## src/rtl/alu_op_sequencer_if.sv

```systemverilog
// rtl/alu_op_sequencer_if.sv - command, ALU and response bundle for the ALU op sequencer
interface alu_op_sequencer_if #(
    parameter int WIDTH = 32,
    parameter int CNT_W = 16
);
    logic             cmd_valid;
    logic             cmd_ready;
    logic [2:0]       cmd_op;
    logic [WIDTH-1:0] cmd_a;
    logic [WIDTH-1:0] cmd_b;
    logic             cmd_use_acc;
    logic             cmd_clr_acc;

    logic [WIDTH-1:0] alu_A;
    logic [WIDTH-1:0] alu_B;
    logic [2:0]       alu_ALUOp;
    logic [WIDTH-1:0] alu_C;

    logic             rsp_valid;
    logic             rsp_ready;
    logic [WIDTH-1:0] rsp_result;

    logic [WIDTH-1:0] acc;
    logic [CNT_W-1:0] op_count;

    modport master (
        input  cmd_valid, cmd_op, cmd_a, cmd_b, cmd_use_acc, cmd_clr_acc,
        input  alu_C, rsp_ready,
        output cmd_ready, alu_A, alu_B, alu_ALUOp,
        output rsp_valid, rsp_result, acc, op_count
    );

    modport slave (
        output cmd_valid, cmd_op, cmd_a, cmd_b, cmd_use_acc, cmd_clr_acc,
        output alu_C, rsp_ready,
        input  cmd_ready, alu_A, alu_B, alu_ALUOp,
        input  rsp_valid, rsp_result, acc, op_count
    );
endinterface

```

## src/rtl/alu_op_sequencer.sv

```systemverilog
// rtl/alu_op_sequencer.sv - drives a combinational ALU from registered operands and returns results with an accumulator
module alu_op_sequencer #(
    parameter int WIDTH = 32,
    parameter int CNT_W = 16
) (
    input  logic                 clk,
    input  logic                 reset,
    alu_op_sequencer_if.master   bus
);
    typedef enum logic [1:0] {
        IDLE  = 2'd0,
        DRIVE = 2'd1,
        RESP  = 2'd2
    } state_t;

    state_t           state;
    state_t           state_nxt;
    logic             accept;
    logic             capture;
    logic             handoff;

    logic [WIDTH-1:0] a_q;
    logic [WIDTH-1:0] b_q;
    logic [2:0]       op_q;
    logic [WIDTH-1:0] result_q;
    logic [WIDTH-1:0] acc_q;
    logic [CNT_W-1:0] count_q;
    logic [WIDTH-1:0] a_sel;

    always_ff @(posedge clk) begin
        if (reset) begin
            state <= IDLE;
        end else begin
            state <= state_nxt;
        end
    end

    always_comb begin
        state_nxt = state;
        accept    = 1'b0;
        capture   = 1'b0;
        handoff   = 1'b0;
        case (state)
            IDLE: begin
                if (bus.cmd_valid) begin
                    accept    = 1'b1;
                    state_nxt = DRIVE;
                end
            end
            DRIVE: begin
                capture   = 1'b1;
                state_nxt = RESP;
            end
            RESP: begin
                if (bus.rsp_ready) begin
                    handoff   = 1'b1;
                    state_nxt = IDLE;
                end
            end
            default: state_nxt = IDLE;
        endcase
    end

    // Clearing wins over reuse: a cleared accumulator feeds zero into A on the same accept.
    always_comb begin
        a_sel = bus.cmd_a;
        if (bus.cmd_use_acc) begin
            a_sel = bus.cmd_clr_acc ? '0 : acc_q;
        end
    end

    always_ff @(posedge clk) begin
        if (reset) begin
            a_q      <= '0;
            b_q      <= '0;
            op_q     <= '0;
            result_q <= '0;
            acc_q    <= '0;
            count_q  <= '0;
        end else begin
            if (accept) begin
                a_q  <= a_sel;
                b_q  <= bus.cmd_b;
                op_q <= bus.cmd_op;
                if (bus.cmd_clr_acc) begin
                    acc_q <= '0;
                end
            end
            if (capture) begin
                result_q <= bus.alu_C;
                acc_q    <= bus.alu_C;
            end
            if (handoff) begin
                count_q <= count_q + CNT_W'(1);
            end
        end
    end

    assign bus.cmd_ready  = (state == IDLE);
    assign bus.rsp_valid  = (state == RESP);
    assign bus.alu_A      = a_q;
    assign bus.alu_B      = b_q;
    assign bus.alu_ALUOp  = op_q;
    assign bus.rsp_result = result_q;
    assign bus.acc        = acc_q;
    assign bus.op_count   = count_q;
endmodule

```

## src/flat_wrapper.sv

```systemverilog
// flat-port wrapper written by rule: the top's interface ports become plain ports
module alu_op_sequencer_flat 
#(
    parameter int WIDTH = 32,
    parameter int CNT_W = 16
)
  (clk, reset, bus_cmd_valid, bus_cmd_op, bus_cmd_a, bus_cmd_b, bus_cmd_use_acc, bus_cmd_clr_acc, bus_alu_C, bus_rsp_ready, bus_cmd_ready, bus_alu_A, bus_alu_B, bus_alu_ALUOp, bus_rsp_valid, bus_rsp_result, bus_acc, bus_op_count);
  alu_op_sequencer_if #(.WIDTH(WIDTH), .CNT_W(CNT_W)) bus_i ();
  input  logic clk;
  input  logic reset;
  input wire logic [$bits(bus_i.cmd_valid)-1:0] bus_cmd_valid;
  input wire logic [$bits(bus_i.cmd_op)-1:0] bus_cmd_op;
  input wire logic [$bits(bus_i.cmd_a)-1:0] bus_cmd_a;
  input wire logic [$bits(bus_i.cmd_b)-1:0] bus_cmd_b;
  input wire logic [$bits(bus_i.cmd_use_acc)-1:0] bus_cmd_use_acc;
  input wire logic [$bits(bus_i.cmd_clr_acc)-1:0] bus_cmd_clr_acc;
  input wire logic [$bits(bus_i.alu_C)-1:0] bus_alu_C;
  input wire logic [$bits(bus_i.rsp_ready)-1:0] bus_rsp_ready;
  output wire logic [$bits(bus_i.cmd_ready)-1:0] bus_cmd_ready;
  output wire logic [$bits(bus_i.alu_A)-1:0] bus_alu_A;
  output wire logic [$bits(bus_i.alu_B)-1:0] bus_alu_B;
  output wire logic [$bits(bus_i.alu_ALUOp)-1:0] bus_alu_ALUOp;
  output wire logic [$bits(bus_i.rsp_valid)-1:0] bus_rsp_valid;
  output wire logic [$bits(bus_i.rsp_result)-1:0] bus_rsp_result;
  output wire logic [$bits(bus_i.acc)-1:0] bus_acc;
  output wire logic [$bits(bus_i.op_count)-1:0] bus_op_count;
  assign bus_i.cmd_valid = bus_cmd_valid;
  assign bus_i.cmd_op = bus_cmd_op;
  assign bus_i.cmd_a = bus_cmd_a;
  assign bus_i.cmd_b = bus_cmd_b;
  assign bus_i.cmd_use_acc = bus_cmd_use_acc;
  assign bus_i.cmd_clr_acc = bus_cmd_clr_acc;
  assign bus_i.alu_C = bus_alu_C;
  assign bus_i.rsp_ready = bus_rsp_ready;
  assign bus_cmd_ready = bus_i.cmd_ready;
  assign bus_alu_A = bus_i.alu_A;
  assign bus_alu_B = bus_i.alu_B;
  assign bus_alu_ALUOp = bus_i.alu_ALUOp;
  assign bus_rsp_valid = bus_i.rsp_valid;
  assign bus_rsp_result = bus_i.rsp_result;
  assign bus_acc = bus_i.acc;
  assign bus_op_count = bus_i.op_count;
  alu_op_sequencer #(.WIDTH(WIDTH), .CNT_W(CNT_W)) u_core (.clk(clk), .reset(reset), .bus(bus_i));
endmodule
```

## config.mk

```make
export PLATFORM = sky130hd
export DESIGN_NAME = alu_op_sequencer_flat
export DESIGN_NICKNAME = d
export VERILOG_FILES = /design/src/rtl/alu_op_sequencer_if.sv /design/src/rtl/alu_op_sequencer.sv /design/src/flat_wrapper.sv
export SDC_FILE = /design/constraint.sdc
export NUM_CORES = 1
export LEC_CHECK = 0
export ABC_AREA = 1
export ABC_CLOCK_PERIOD_IN_PS = 2750
export CORE_UTILIZATION = 35
export DETAILED_ROUTE_END_ITERATION = 10
export PLACE_DENSITY = 0.67
export SETUP_SLACK_MARGIN = 0.5
export SLEW_MARGIN = 20
export SYNTH_ARGS = -nofsm -noshare
export SYNTH_HDL_FRONTEND = slang
export SYNTH_SLANG_ARGS = --single-unit
```

## constraint.sdc

```tcl
create_clock -name clk -period 2.75 [get_ports clk]
set_input_delay 0.275 -clock clk [delete_from_list [all_inputs] [get_ports clk]]
set_output_delay 0.275 -clock clk [all_outputs]
set_load 0.1 [all_outputs]
```

* Word-level counts from Yosys, hierarchy flattened
Cells that the tools add are included.
Cells by class: eq/ne operators 4, multiplexer cells 12, $add $sub $neg 1, reductions and logical operators 3
Operator list (number):
- $mux W32 | 4
- $add A16 B1 Y16 const B | 1
- $pmux W2 S3 | 1
- $mux W1 | 5
- $mux W2 | 2
- $ne A2 B2 Y1 const B | 2
- $eq A2 B1 Y1 const B | 1
- $eq A2 B2 Y1 const B | 1
- $logic_not A2 Y1 | 1
- $reduce_and A2 Y1 | 1
- $reduce_bool A2 Y1 | 1
Word-level totals: output and inout bits 149, register bits after elaboration 149, input bits 105, logic and storage cells 27

* Logic depth before layout (Yosys ltp)
Gate-level depths: netlist of the first run.
depth in word-level cells 4, gate-level depth with buffers 9, depth with buffers taken out 8

* Worst setup path after synthesis of the first run
OpenSTA, ideal clock, no wires.
path type register to register, start point reg u_core.count_q[0], in the netlist u_core.bus.op_count[0], end point reg u_core.count_q[8], in the netlist u_core.bus.op_count[8], data arrival time 1.984 ns, path buffers 0, library setup time 0.116 ns, cell stages (with the launch flop) 7, setup slack 0.650 ns, period minus slack after synthesis 2.100 ns, data required time 2.634 ns, path through dfxtp_1 -> ha_1 -> nand3_1 -> nor2_1 -> nand3_1 -> o21ai_0 -> nor2_1
Between the ends: longest elaborated chain between the ends 1
RTL lines:
- start: declaration | line alu_op_sequencer.sv:27 | logic [CNT_W-1:0] count_q;
- start signal: assignment | line alu_op_sequencer.sv:94 | count_q <= count_q + CNT_W'(1);
- $add A16 B1 Y16 | line alu_op_sequencer.sv:94
No other way between the ends. A chain may end at the register's enable or synchronous reset.

* Worst setup path in the final report of the first run
start point in bus_cmd_use_acc, end point reg u_core.a_q[21], in the netlist u_core.bus.alu_A[21]
Between the ends: longest elaborated chain between the ends 1
RTL lines:
- start: declaration | line flat_wrapper.sv:15 | input wire logic [$bits(bus_i.cmd_use_acc)-1:0] bus_cmd_use_acc;
- $mux W32 | line alu_op_sequencer.sv:67 | if (bus.cmd_use_acc) begin
- end signal: assignment | line alu_op_sequencer.sv:82 | a_q <= a_sel;
- end: declaration | line alu_op_sequencer.sv:22 | logic [WIDTH-1:0] a_q;
No other way between the ends.

==> summary.md, run 1 <==
| Metric | Value |
|---|---|
| Placed instance area | `8330 um^2` |
| Hold Crit Depth | `4` |
| Finished Cell Area | `8910 um^2` |
| Clk pwr share | `0.360` |
| R2r startpoint | `u_core.state[1]` |
| Vias | `6210` |
| Fin. Hold Viols | `0` |
| Hold EP | `u_core.bus.acc[8]` |
| Pwr Density | `722 nW/um^2` |
| Data required time at the worst endpoint | `3060 ps` |
| Core area | `16800 um^2` |
| Internal power | `4090 uW` |
| Total Power | `6430 uW` |
| Total track usage | `0.214` |
| Final period util | `0.675` |
| Vert. Die Dim | `134 um` |
| Minimum clock period | `1860 ps` |
| First-pass GRT wire length | `29900 um` |
| Avg Cell Area, Syn | `7.21 um^2` |
| Die X | `134 um` |
| CTS tree | `yes` |
| Cell Area, Synth | `6090 um^2` |
| Nets | `1176` |
| Routed len/inst | `14.8 um` |
| Die area | `17900 um^2` |
| Hold wc startpoint | `reset` |
| Initial antenna violation count | `0` |
| Simple-Gate Fraction of Synth Area | `0.243` |
| CTS Buf Count | `17` |
| Arrival @ worst endpoint | `2170 ps` |
| Biggest area consumer among synthesized cells | `dfxtp_1` |
| Max Cap Viol | `0` |
| WL final | `19300 um` |
| Largest family of logic cells by synthesized area | `simple AND/OR/NAND/NOR gates` |
| Xor and xnor area share after synthesis | `0.00144` |
| Synth Area in Adders | `0.00205` |
| Syn. warnings | `0` |
| Top cells by area, synth | `dfxtp_1 (49%), nand2_1 (12%), a21oi_1 (9.3%)` |
| Max Clk Rate | `0.539 GHz` |
| RSZ-0062 raised after global routing | `false` |
| Worst setup SP type | `primary input` |
| TritonRoute pass-1 iters | `7` |
| Sequential fraction of the synthesis area | `0.490` |
| Worst-margin pin slew | `1040 ps` |
| Sw Ratio | `0.365` |
| DPL Wire Length | `13200 um` |
| Final Wtd Congestion | `0.788` |
| Max-slew headroom | `0.302` |
| H-tree depth | `4` |
| Area Overhead vs Synth | `46.3%` |
| Routed vias/inst | `4.77` |
| Antenna-violating nets left | `0` |
| Synth Area in Compound Gates | `0.175` |
| Worst Hold Class | `primary input to flop` |
| Post-synth top area share | `0.490` |
| Crit Path Class | `primary input to flop` |
| Pin count of the biggest net entering global routing | `68` |
| Finish-stage setup viols | `0` |
| Most frequent cells in the layout | `nand2_1 (187), buf_4 (157), dfxtp_1 (149)` |
| Mux contribution to synthesized area | `0` |
| Final TNS setup | `0 ps` |
| Reg-to-Reg End | `u_core.bus.acc[2]` |
| # diodes | `0` |
| Commonest non-fill, non-tap cell in the layout | `nand2_1` |
| CTS Root Buffer Type | `clkbuf_16` |
| Yosys reg bits | `149` |
| R2R Setup Slk | `990 ps` |
| Clock Latency Late Sink | `420 ps` |
| Switching pwr | `2350 uW` |
| Clock Skew | `9.47 ps` |
| Hold-fix buffers, CTS | `0` |
| Final Max Tran Viols | `0` |
| Vias in the first global route | `5709` |
| Post-Syn Nets | `951` |
| Worst Path Max Fanout | `32` |
| Worst Reg-to-Reg Cells | `7` |
| Sink Count | `149` |
| Site row count | `47` |
| Post-synth cell types | `24` |
| Fraction of layout cells with a size suffix above 1 | `0.186` |
| DRC violations left | `0` |
| DRT iter0 DRCs | `406` |
| Core Util, Final | `0.532` |
| Non-Filler Instances | `1303` |
| Initial Util | `0.363` |
| Setup Buffers After CTS | `0` |
| Inst Count DP | `1271` |
| Comb pwr share | `0.272` |
| Leak | `0.00387 uW` |
| Worst-path clk slew | `60 ps` |
| I/O Pins | `254` |
| Grt ovf | `0` |
| Clock Path Buffers | `2` |
| Crit end category | `flop` |
| PortBufs | `253` |
| Outcome | `finished, final reports clean` |
| Sequential power share | `0.367` |
| Synth Instances | `845` |
| VDD IR max | `0.416 mV` |
| Resized cells post-CTS | `0` |
flip-flops by register name, indices dropped and copies added, names as in the netlist:
register,cells
u_core.bus.alu_A,32
u_core.bus.op_count,16
u_core.bus.acc,32
u_core.state,2
u_core.bus.alu_B,32
u_core.bus.alu_ALUOp,3
u_core.bus.rsp_result,32
per-stage QoR:
stage / worst slack [ps] / hold slack (ps)
final: 893 / 388
after global routing: 780 / 428
after CTS: 963 / 386
after detailed placement: 770 / 457
after global placement: 778 / 452
after floorplan: 650 / 372
power by group through the flow:
stage               sequential, uW  clock [uW]  combinational [uW]
finish                        2360        2320                1750
global route                  2380        2450                1830
floorplan                     3340           0                 367
global placement              2410           0                1750
CTS                           2360        2360                1760
detailed placement            2410           0                1760
how the worst max path moves through the flow:
stage,startpoint,to,slack (ps),depth (start not counted)
finish,bus_cmd_use_acc,u_core.bus.alu_A[21],890,4
global route,bus_cmd_use_acc,u_core.bus.alu_A[25],780,4
CTS,u_core.state[1],u_core.bus.acc[3],960,6
detailed placement,bus_cmd_valid,u_core.bus.acc[23],770,5
global placement,bus_cmd_use_acc,u_core.bus.alu_A[21],780,4
floorplan,u_core.bus.op_count[0],u_core.bus.op_count[8],650,6
critical path, cell delays in order:
cell and delay [ps]:
clkdlybuf4s50_1 500, clkinv_1 810, a21oi_1 460, a21oi_1 100
cells in the mapped netlist:
cell	count
nand2_4	1
o21ai_1	12
xor2_1	1
nor2_2	3
nand2_1	187
o211ai_1	17
ha_1	1
dfxtp_1	149
clkbuf_1	29
buf_4	10
nor2_4	1
o21ai_0	63
nand4_1	4
buf_6	4
inv_1	63
nor3_1	1
a21oi_1	113
nand2_2	2
buf_1	3
inv_2	2
nor2_1	120
buf_2	11
nand3_1	47
nor3b_1	1
cell type report:
cell class                      count  area, um^2
Clock buffer                       20         457
Sequential cell                   149        2980
Timing Repair Buffer              263        2250
Clock inverter                     12         129
Fill cell                        1645        7850
Inverter                           65         244
Tap cell                          220         275
Multi-Input combinational cell    574        2570
routing by layer:
metal / GRT usage / share of wire / up-vias
met5: 0 / 0 / -
met4: 0.0878 / 0.022 / 0
met3: 0.0612 / 0.072 / 25
met2: 0.339 / 0.45 / 189
met1: 0.272 / 0.46 / 2808
li1: - / - / 3188
cells by family after synthesis:
| family | count (synthesis) |
|---|---|
| and+or+nand+nor | 367 |
| AOI/OAI and AO/OA | 205 |
| DFF | 149 |
| buffers and inverters | 122 |
| xor gates and xnor gates | 1 |
| adders and majority gates | 1 |
(Power assumes the default switching activity.)
==> inputs of run 2 (changes only) <==
Settings changed: ABC_CLOCK_PERIOD_IN_PS 2750 to 1720.
Clock period 2.75 ns to 1.72 ns, I/O delays scaled along.
==> summary.md, run 2 (synthesis gave the netlist of run 1 again) <==
| Metric | Value |
|---|---|
| Post-place setup slack | `156 ps (-614 ps)` |
| H-tree depth | `4 (unchanged)` |
| I/O Pins | `254 (unchanged)` |
| CTS Root Buffer Type | `clkbuf_16` |
| Routed vias/inst | `5.01 (+5.2%)` |
| Routed len/inst | `17.8 um (+20%)` |
| PortBufs | `253 (unchanged)` |
| Fin. Hold Viols | `0 (unchanged)` |
| Placed instance area | `8910 um^2 (+7.0%)` |
| Crit Path Class | `flop to output port` |
| Final TNS setup | `0 ps (unchanged)` |
| Die area | `17900 um^2 (unchanged)` |
| Final Max Tran Viols | `0 (unchanged)` |
| Hold-fix buffers, CTS | `0 (unchanged)` |
| Antenna-violating nets left | `0 (unchanged)` |
| Worst-path clk slew | `60 ps (about the same)` |
| Max Clk Rate | `0.719 GHz` |
| Final period util | `0.809` |
| Vias | `6738 (+8.5%)` |
| Clock Latency Late Sink | `420 ps (about the same)` |
| # fillers | `1368 (-17%)` |
| CTS Buf Count | `17 (unchanged)` |
| RSZ-0062 raised after global routing | `true` |
| Die X | `134 um (unchanged)` |
| Max Cap Viol | `0 (unchanged)` |
| Grt ovf | `0 (unchanged)` |
| Core area | `16800 um^2 (unchanged)` |
| Initial Util | `0.363 (unchanged)` |
| DPL Wire Length | `13700 um (+3.6%)` |
| VDD IR max | `0.756 mV (+82%)` |
| Initial antenna violation count | `1 (+1)` |
| Pin count of the biggest net entering global routing | `56 (-18%)` |
| Arrival @ worst endpoint | `1220 ps (-950 ps)` |
| Finish-stage setup viols | `0 (unchanged)` |
| Worst setup SP type | `flop` |
| Site row count | `47 (unchanged)` |
| Vias in the first global route | `6526 (+14%)` |
| Most frequent cells in the layout | `nand2_1 (180), nor2_1 (109), a21oi_1 (104)` |
| Data required time at the worst endpoint | `1550 ps (-1510 ps)` |
| First-pass GRT wire length | `35200 um (+18%)` |
| Finished Cell Area | `11200 um^2 (+26%)` |
| DRT iter0 DRCs | `340 (-16%)` |
| Commonest non-fill, non-tap cell in the layout | `nand2_1` |
| Area Overhead vs Synth | `84.6%` |
| CTS tree | `yes` |
| Clock Path Buffers | `2 (unchanged)` |
| Worst-margin pin slew | `402 ps (-638 ps)` |
| Final Wtd Congestion | `0.798 (+1.2%)` |
| Final worst slack | `328 ps (-565 ps)` |
| Worst Path Max Fanout | `3 (-91%)` |
| WL final | `24000 um (+24%)` |
| Outcome | `finished, final reports clean` |
| TritonRoute pass-1 iters | `7 (unchanged)` |
| Max-slew headroom | `0.732 (+0.430)` |
| Vert. Die Dim | `134 um (unchanged)` |
| Hold Slack | `69.3 ps (-319 ps)` |
| Nets | `1216 (+3.4%)` |
| Pwr Density | `1010 nW/um^2 (+39%)` |
| Crit end category | `output port` |
| Leak | `0.00461 uW (+19%)` |
| Fraction of layout cells with a size suffix above 1 | `0.354 (+0.168)` |
| Minimum clock period | `1390 ps` |
| Worst Hold Class | `primary input to flop` |
| Clock Skew | `8.09 ps (-1.38 ps)` |
| Total track usage | `0.255 (+0.0415)` |
| DRC violations left | `0 (unchanged)` |
| Sink Count | `149 (unchanged)` |
run 2: changes by cell type in the layout (fill, tap and decap cells not counted), sizes merged:
cell | previous run | this run
buf | 160 | 196
diode | 0 | 1
inv | 65 | 64
clkdlybuf4s50 | 103 | 102
clkinv | 7 | 6
clkbuf | 20 | 26
bufbuf | 0 | 1
run 2: worst max-delay path, cell delays in order (launching register included):
cell	delay, ps
dfxtp_4	370
nor2_4	150
buf_6	120
buf_12	160
run 2: through the flow:
stage          instances   util  power [uW]
3_5_place_dp        1280  0.532        6780
2_1_floorplan        845      -        5930
3_3_place_gp        1280  0.532        6770
5_1_grt             1343  0.671       11700
4_1_cts             1330  0.633       11100
6_report            1344  0.671       11300
run 2: final timing paths:
| path | start | endpoint | slack (ps) | cells past startpoint |
|---|---|---|---|---|
| setup / recovery | u_core.state[0] | bus_cmd_ready | 330 | 3 |
| hold / removal | bus_cmd_use_acc | u_core.bus.alu_A[31] | 70 | 3 |
| setup reg to reg | u_core.state[1] | u_core.bus.acc[7] | 360 | 9 |
| hold reg to reg | u_core.bus.rsp_result[13] | u_core.bus.rsp_result[13] | 470 | 2 |
run 2: report_power, final:
part           switching, uW  internal [uW]
logic                   2340           1220
clock network           1500           2390
registers                202           3660
total                   4040           7270
run 2: routing by layer:
| layer | wire length (um) | part of all wire | up-vias | GRT usage |
|---|---|---|---|---|
| li1 | - | - | 3289 | - |
| met1 | 9560 | 0.40 | 3159 | 0.295 |
| met2 | 11800 | 0.49 | 246 | 0.438 |
| met3 | 1800 | 0.075 | 44 | 0.0748 |
| met4 | 797 | 0.033 | 0 | 0.107 |
| met5 | 0 | 0 | - | 0 |
run 2: timing repair:
action	4_1_cts	5_1_grt
gates cloned	11	5
pin swaps	12	10
gates resized for setup	226	139
setup buffers	7	8
setup endpoints to repair	269	182
run 2: area by class of cell:
type	count	area [um^2]	area share
Timing Repair Buffer	303	4020	0.357
Sequential cell	149	3130	0.279
Multi-Input combinational cell	574	2930	0.260
Clock buffer	22	507	0.0451
Tap cell	220	275	0.0245
Inverter	65	268	0.0238
Clock inverter	10	116	0.0103
Antenna cell	1	2.50	0.000223
==> inputs of run 3 (changes only) <==
Settings changed: ABC_CLOCK_PERIOD_IN_PS 1720 to 1400.
Clock period 1.72 ns to 1.4 ns, I/O delays scaled along.
==> summary.md, run 3 (synthesis gave the netlist of run 1 again) <==
| Metric | Value |
|---|---|
| Outcome | `finished, violations left` |
| Failing checks | `negative setup slack` |
| Worst-path clk slew | `60 ps (about the same)` |
| Nets | `1316 (+8.2%)` |
| Worst path max stage delay | `370 ps (about the same)` |
| VDD IR max | `0.955 mV (+26%)` |
| Clock Path Buffers | `2 (unchanged)` |
| Minimum clock period | `1470 ps` |
| Crit Path Class | `flop to flop` |
| Clock Latency Late Sink | `420 ps (about the same)` |
| Worst setup SP type | `flop` |
| Max Clk Rate | `0.683 GHz` |
| Worst setup startpoint | `u_core.state[1]` |
| Vias in the first global route | `6995 (+7.2%)` |
| Routed vias/inst | `5.30 (+5.8%)` |
| Multi-input gate area | `3760 um^2 (+29%)` |
| Worst Path Max Fanout | `6 (+3)` |
| Leak | `0.00583 uW (+27%)` |
| Final Max Tran Viols | `0 (unchanged)` |
| DPL Wire Length | `14900 um (+8.5%)` |
| Finish-stage setup viols | `7 (+7)` |
| Pin count of the biggest net entering global routing | `71 (+27%)` |
| Final TNS setup | `-170 ps (-170 ps)` |
| Routed len/inst | `21.1 um (+18%)` |
| Core area | `16800 um^2 (unchanged)` |
| GR peak layer | `met2` |
| Data required time at the worst endpoint | `1760 ps (+210 ps)` |
| Die X | `134 um (unchanged)` |
| Most frequent CP cell | `buf_12` |
| Crit end category | `flop` |
| Initial Util | `0.363 (unchanged)` |
| Post-place setup slack | `-29.1 ps (-185 ps)` |
| Pwr Density | `1060 nW/um^2 (+5.0%)` |
| Site row count | `47 (unchanged)` |
| CTS Root Buffer Type | `clkbuf_16` |
| Max Cap Viol | `0 (unchanged)` |
| Inst Count DP | `1292 (+0.94%)` |
| DRC violations left | `0 (unchanged)` |
| M3 GR Usage | `0.0967 (+0.0219)` |
| Hold wc startpoint | `reset` |
| Worst path cell trace | `nor2_4 -> nand2_8 -> clkinv_8 -> buf_12 -> buf_12 -> nand2_2 -> o211ai_1 -> nand2_1 -> inv_1` |
| Area Overhead vs Synth | `136%` |
| Fin. Hold Viols | `0 (unchanged)` |
| M2 GR Usage | `0.495 (+0.0570)` |
| H-tree depth | `4 (unchanged)` |
| Most frequent cells in the layout | `buf_12 (181), nand2_1 (118), clkdlybuf4s50_1 (103)` |
| Antenna-violating nets left | `0 (unchanged)` |
| PortBufs | `253 (unchanged)` |
| Final worst slack | `-65.1 ps (-393 ps)` |
| Commonest non-fill, non-tap cell in the layout | `buf_12` |
| Clock Skew | `10.0 ps (+1.95 ps)` |
| Final period util | `1.05` |
| Max-slew headroom | `0.702 (-0.0295)` |
| # diodes | `0 (-1)` |
| RSZ-0062 raised after global routing | `true` |
| Worst-margin pin slew | `447 ps (+44.2 ps)` |
| Worst Hold Class | `primary input to flop` |
| Total track usage | `0.278 (+0.0231)` |
| # fillers | `837 (-39%)` |
| WL final | `30500 um (+27%)` |
| CTS tree | `yes` |
| Sink Count | `149 (unchanged)` |
| Arrival @ worst endpoint | `1830 ps (+610 ps)` |
| I/O Pins | `254 (unchanged)` |
| First-pass GRT wire length | `38300 um (+8.8%)` |
| Fraction of layout cells with a size suffix above 1 | `0.583 (+0.230)` |
| Slowest stage cell, crit path | `dfxtp_4` |
| R2R Setup Slk | `-70 ps (-430 ps)` |
| TritonRoute pass-1 iters | `4 (-3)` |
| Initial antenna violation count | `0 (-1)` |
| GR Util met1 | `0.310 (+0.0152)` |
| DRT iter0 DRCs | `399 (+17%)` |
| Grt ovf | `0 (unchanged)` |
| Final Wtd Congestion | `0.847 (+6.1%)` |
| Die area | `17900 um^2 (unchanged)` |
| Non-Filler Instances | `1442 (+7.3%)` |
| Area occupied by registers | `3320 um^2 (+5.9%)` |
| Top delay family on crit path | `simple AND/OR/NAND/NOR gates` |
| Vias | `7648 (+14%)` |
| R2r startpoint | `u_core.state[1]` |
| Vert. Die Dim | `134 um (unchanged)` |
| Buf+Inv Stages, Crit Path | `4 (+2)` |
| CTS Buf Count | `17 (unchanged)` |
-- run 3: cell types whose count changed in the layout (fill, tap and decap cells not counted), moves of 40 or more --
| cell | before | now |
|---|---|---|
| buf_12 | 58 | 181 |
| buf_6 | 100 | 21 |
| dfxtp_1 | 67 | 0 |
| nand2_1 | 180 | 118 |
| buf_4 | 15 | 68 |
| a21oi_1 | 104 | 53 |
| a21oi_2 | 8 | 56 |
| nand2_4 | 5 | 46 |
| dfxtp_4 | 19 | 59 |
-- run 3: worst reg2reg max path, stage by stage (launching register included) --
cell and delay [ps]:
dfxtp_4 370, nor2_4 200, nand2_8 130, clkinv_8 100
buf_12 140, buf_12 120, nand2_2 50, o211ai_1 100
nand2_1 90, inv_1 90
-- run 3: layer usage --
metal,share of wire,routed length (um)
met5,0,0
met4,0.041,1250
met3,0.087,2660
met2,0.51,15500
met1,0.36,11100
-- run 3: stage by stage --
stage           util  power (uW)  hold slack, ps  cell area, um^2
5_1_grt        0.856       15500             246            14400
6_report       0.856       15200             240            14400
2_1_floorplan      -        7350             215             6460
3_3_place_gp   0.646        9140             471            10800
3_5_place_dp   0.646        9180             475            10800
4_1_cts        0.744       14400             191            12500
-- run 3: repair_timing --
item,CTS,global route
pin swaps,27,82
buffers inserted,20,74
setup endpoints to repair,298,298
hold buffers,0,0
resized for setup,102,337
gates cloned,20,5
-- run 3: report_power, final --
part	leakage, uW	switching [uW]	internal, uW
Clock	0.000286	1920	2840
Combinational	0.00425	3270	2320
Sequential	0.00130	320	4490
-- run 3: worst paths after layout --
check,to,cells past startpoint
worst max-delay path,u_core.bus.acc[7],9
worst min-delay path,u_core.bus.rsp_result[25],3
worst min register to register,u_core.bus.rsp_result[5],2
worst max register to register,u_core.bus.acc[7],9
-- run 3: layout make-up --
type	count	area share
sequential	149	0.231
inverter	65	0.0190
clock buffer	19	0.0309
timing repair buffer	403	0.427
tap	220	0.0192
clock inverter	12	0.0105
multi-input combinational	574	0.262
